$ cat config.mk
export PLATFORM = sky130hd
export DESIGN_NAME = rr_arb_core
export DESIGN_NICKNAME = d
export VERILOG_FILES = /design/src/rtl/rr_arb_pkg.sv /design/src/rtl/rr_arb_delay_pipe.sv /design/src/rtl/rr_arb_core.sv
export SDC_FILE = /design/constraint.sdc
export NUM_CORES = 1
export LEC_CHECK = 0
export ABC_AREA = 0
export CAP_MARGIN = 15
export CELL_PAD_IN_SITES_DETAIL_PLACEMENT = 1
export CELL_PAD_IN_SITES_GLOBAL_PLACEMENT = 2
export CORE_MARGIN = 5
export CORE_UTILIZATION = 25
export DETAILED_ROUTE_END_ITERATION = 8
export GPL_ROUTABILITY_DRIVEN = 0
export PLACE_DENSITY_LB_ADDON = 0.1
export SLEW_MARGIN = 20
export SYNTH_ARGS = -nofsm -noshare
export SYNTH_HDL_FRONTEND = slang
export SYNTH_HIERARCHICAL = 1
export SYNTH_SLANG_ARGS = --single-unit
$ cat constraint.sdc
create_clock -name clk -period 2.7 [get_ports clk]
set_input_delay 0.27 -clock clk [delete_from_list [all_inputs] [get_ports clk]]
set_output_delay 0.27 -clock clk [all_outputs]
set_load 0.1 [all_outputs]
$ cat src/rtl/rr_arb_pkg.sv
`default_nettype none
// ----------------------------------------------------------------------------
// rr_arb_pkg : index types and rotate-search helper shared by the arbiter
// Revision   : 1.0
// ----------------------------------------------------------------------------
package rr_arb_pkg;

  localparam int MAX_N  = 32;
  localparam int MAX_IW = $clog2(MAX_N);

  typedef logic [MAX_IW-1:0] idx_t;

  typedef struct packed {
    logic found;
    idx_t idx;
  } pick_t;

  // Scan n requesters starting one past last_ptr, wrapping by explicit compare
  // so non-power-of-2 counts never produce an out-of-range index.
  function automatic pick_t rr_pick(input logic [MAX_N-1:0] req,
                                    input idx_t             last_ptr,
                                    input int               n);
    pick_t res;
    int    cand;
    res = '0;
    for (int off = 1; off <= MAX_N; off++) begin
      cand = int'(last_ptr) + off;
      if (cand >= n) cand = cand - n;
      if (off <= n && !res.found && req[idx_t'(cand)]) begin
        res.found = 1'b1;
        res.idx   = idx_t'(cand);
      end
    end
    return res;
  endfunction

endpackage
`default_nettype wire

$ cat src/rtl/rr_arb_delay_pipe.sv
`default_nettype none
// ----------------------------------------------------------------------------
// rr_arb_delay_pipe : async-reset shift register carrying {vld,idx} decisions
// Revision          : 1.0
// ----------------------------------------------------------------------------
module rr_arb_delay_pipe
  import rr_arb_pkg::*;
#(
  parameter int W     = 3,
  parameter int DEPTH = 1
) (
  input  logic         clk,
  input  logic         reset,
  input  logic [W-1:0] d,
  output logic [W-1:0] q
);

  generate
    if (DEPTH == 0) begin : g_bypass
      assign q = d;
    end else begin : g_stages
      logic [W-1:0] stage_d [DEPTH];
      logic [W-1:0] stage_q [DEPTH];

      always_comb begin
        stage_d[0] = d;
        for (int i = 1; i < DEPTH; i++) stage_d[i] = stage_q[i-1];
      end

      always_ff @(posedge clk or posedge reset) begin
        if (reset) begin
          for (int i = 0; i < DEPTH; i++) stage_q[i] <= '0;
        end else begin
          stage_q <= stage_d;
        end
      end

      assign q = stage_q[DEPTH-1];
    end
  endgenerate

endmodule
`default_nettype wire

$ cat src/rtl/rr_arb_core.sv
`default_nettype none
// ----------------------------------------------------------------------------
// rr_arb_core : N-way round-robin arbiter with fixed request-to-grant latency
// Revision    : 1.0
// ----------------------------------------------------------------------------
module rr_arb_core
  import rr_arb_pkg::*;
#(
  parameter int N       = 3,
  parameter int REQ2GNT = 2
) (
  input  logic                 clk,
  input  logic                 reset,
  input  logic                 arb_en,
  input  logic [N-1:0]         req,
  output logic [N-1:0]         gnt,
  output logic                 gnt_vld,
  output logic [$clog2(N)-1:0] gnt_idx
);

  localparam int IW = $clog2(N);
  localparam int PW = IW + 1;

  logic [MAX_N-1:0] req_ext;
  pick_t            pick;
  logic             dec_vld;
  logic [IW-1:0]    dec_idx;
  logic [IW-1:0]    last_ptr_d, last_ptr_q;

  logic [PW-1:0]    pipe_out;
  logic             pipe_vld;
  logic [IW-1:0]    pipe_idx;

  logic [N-1:0]     gnt_d, gnt_q;
  logic             gnt_vld_d, gnt_vld_q;
  logic [IW-1:0]    gnt_idx_d, gnt_idx_q;

  // Bubbles carry idx=0 so gnt_idx reads 0 whenever gnt_vld is low.
  always_comb begin
    req_ext        = '0;
    req_ext[N-1:0] = req;
    pick           = rr_pick(req_ext, idx_t'(last_ptr_q), N);
    dec_vld        = arb_en && pick.found;
    dec_idx        = dec_vld ? IW'(pick.idx) : '0;
    last_ptr_d     = dec_vld ? dec_idx : last_ptr_q;
  end

  rr_arb_delay_pipe #(
    .W     (PW),
    .DEPTH (REQ2GNT - 1)
  ) u_pipe (
    .clk   (clk),
    .reset (reset),
    .d     ({dec_vld, dec_idx}),
    .q     (pipe_out)
  );

  always_comb begin
    {pipe_vld, pipe_idx} = pipe_out;
    for (int k = 0; k < N; k++) gnt_d[k] = pipe_vld && (pipe_idx == IW'(k));
    gnt_vld_d = pipe_vld;
    gnt_idx_d = pipe_idx;
  end

  always_ff @(posedge clk or posedge reset) begin
    if (reset) begin
      last_ptr_q <= IW'(N - 1);
      gnt_q      <= '0;
      gnt_vld_q  <= 1'b0;
      gnt_idx_q  <= '0;
    end else begin
      last_ptr_q <= last_ptr_d;
      gnt_q      <= gnt_d;
      gnt_vld_q  <= gnt_vld_d;
      gnt_idx_q  <= gnt_idx_d;
    end
  end

  assign gnt     = gnt_q;
  assign gnt_vld = gnt_vld_q;
  assign gnt_idx = gnt_idx_q;

endmodule
`default_nettype wire
==> flow_summary.toml <==
[status]
status = "finished, final reports clean"

[setup_path]
cp_max_fo = 11
path_cells = "inv_1, ha_1, mux2i_1, a211o_1, a211oi_1, o22ai_1"
max_stage_delay_ns = 0.58
worstPathRequired_ns = 2.83
cp-end-kind = "flip-flop"
crit_type = "reg2reg"
cp-start-kind = "flip-flop"
arrival_ns = 2.46
slowest_stage = "dfstp_2"

[yosys]
yosys.area.top_type = "dfrtp_1"
synthTopCellsByArea = "dfrtp_1, ha_1, a211oi_1"
syn_area_sq_um = 651
yosysTopAreaCellShare_pct = 38.5
synth_seq_cells = 11
synth.distinct_cells = 29
avgSynthCellArea_sq_um = 10.8
synthCells = 60
yosys_warnings = 6
syn_nets = 72
ys_seq_area_share_pct = 42.5

[global_routing]
grt_pass1_vias = 526
grt_max_degree = 12
grt_pass1_wl_mm = 2.39
grt_usage_pct = 8.81
antenna_found_initial = 0
overflow = 0

[sta]
rsz0062_at_grt = "no"
tightest_slew_ns = 0.431
min_period_ns = 2.33
finalSetupTns_ns = 0
finalCritPeriodShare_pct = 86.4
fin_skew_ns = 0.000702
slew_viol_final = 0
setup_viol = 0
slew_headroom_pct = 70.5
final_hold_viol_count = 0
max_freq_mhz = 429

[layout]
synthToLayoutAreaGrowth_pct = 22.7
nFillCells = 301
final_cells = 104
diodes = 0
layout.nets = 87
drive_gt1_share_pct = 16.2

[detailed_routing]
final_antenna_net_count = 0
drt-total-wl_mm = 1.53
via_per_inst = 5.01
drcViolationCount = 0
dr.pass1.iters = 2
vias = 521
drt_iter0_markers = 3
avgRoutedWirePerCell_microns = 14.7

[clock_tree]
cts.clk_slew.worst_paths_ns = 0.07
cts_resized = 0
clock_latency_ns = 0.26
numCtsBuffers = 3
cts_tree = "done"
postCtsSetupBuffers = 0
htreeDepth = 1
cts.sinks = 11
cts_hold_buffers = 0
ctsRootBufferMaster = "clkbuf_4"
clock_path_buffers = 2

[die]
num_rows = 18
fp.dieW_microns = 61.0
ios = 12
initial_core_util_pct = 26.3
core_area_sq_um = 2480
die-area_sq_um = 3720
die_y_microns = 61.0

[placed_design]
dpl.cell_count = 100
numPortBuffers = 11
dp_hpwl_mm = 1.24

[job]
cap_violations = 0

[worst_hold_path]
min-delay-path-class = "in2async"
-- kinds of logic (layout without fill, tap and decap cells) --
kind of cell               count (synthesis)  count (layout)  synth area share (%)
AOI/OAI and AO/OA                         18              18                  21.5
muxes                                      2               2                  3.08
buffers and inverters                      7              21                  5.19
DFF                                       11              11                  42.5
adders and majority gates                  6               6                  11.5
and+or+nand+nor                           16              16                  16.2
-- per-stage QoR --
stage               setup slack, ns  hold WS [ns]  util (%)  area, sq um
global placement              0.360         0.407      31.2          772
CTS                           0.348         0.199      32.2          798
floorplan                     0.730        0.0236         -          651
detailed placement            0.353         0.408      31.2          772
global route                  0.223         0.207      32.2          798
finish                        0.367         0.204      32.2          798
-- state kept, by name, indices dropped and copies added, names as in the netlist --
signal	flops
gnt_idx	2
last_ptr_q	2
gnt_vld	1
u_pipe/q	3
gnt	3
-- critical path, delay by kind of cell, from the launching register on --
kind / cells / cell delay (ns)
AOI/OAI and AO/OA: 3 / 0.86
adders and majority gates: 1 / 0.48
buffers and inverters: 1 / 0.11
DFF: 1 / 0.58
muxes: 1 / 0.18
-- synthesized netlist by cell type --
library cell / count
and2_1: 1
nor3_1: 2
buf_6: 1
dfstp_2: 1
a311oi_1: 1
a21boi_1: 1
nor2_1: 1
a211o_1: 2
a2111oi_0: 1
dfrtp_1: 10
o22ai_1: 1
o32ai_1: 1
nor2b_1: 1
a221oi_1: 1
and3b_1: 2
nand2_1: 2
nor3b_1: 1
o31a_1: 1
ha_1: 6
a21boi_0: 2
nand2b_1: 3
mux2i_1: 2
and4_2: 1
a221o_1: 1
o21ai_0: 2
a211oi_1: 4
and3_4: 1
inv_1: 6
nand4_1: 1
-- worst paths after layout --
kind / cells past startpoint / slack, ns / startpoint / endpoint
max in group asynchronous: 2 / 2.14 / reset / last_ptr_q[1]
min reg2reg: 0 / 0.41 / u_pipe/q[1] / gnt_idx[1]
min: 2 / 0.20 / reset / u_pipe/q[2]
max reg2reg: 6 / 0.37 / last_ptr_q[1] / last_ptr_q[0]
max: 6 / 0.37 / last_ptr_q[1] / last_ptr_q[0]
min in group clk: 0 / 0.41 / u_pipe/q[1] / gnt_idx[1]
-- cell usage in the layout (no fill, tap or decap), drive strengths merged, types with 2 or more instances in the layout --
master         instances
nand2b                 3
o21ai                  2
nand2                  2
ha                     6
buf                    6
and3b                  2
inv                    6
a21boi                 3
clkdlybuf4s50          5
mux2i                  2
clkbuf                 4
a211oi                 4
a211o                  2
nor3                   2
dfrtp                 10
-- final cells by class --
cell class | count | area [sq um] | share of cell area [%]
Sequential cell | 11 | 277 | 34.6
Tap cell | 30 | 37.5 | 4.70
Inverter | 6 | 22.5 | 2.82
Clock buffer | 4 | 26.3 | 3.29
Multi-Input combinational cell | 42 | 340 | 42.6
Timing Repair Buffer | 11 | 95.1 | 11.9
-- routing by layer --
metal	vias to the layer above	GRT usage, %	part of all wire, %
met5	-	0	0
met4	0	5.88	2.8
met3	4	1.26	4.2
met2	12	16.5	52
met1	250	8.99	41
li1	255	-	-
Power is left out: the tool's default activity adds up to more than one toggle a clock period on the data nets, which glitch-free logic cannot reach.
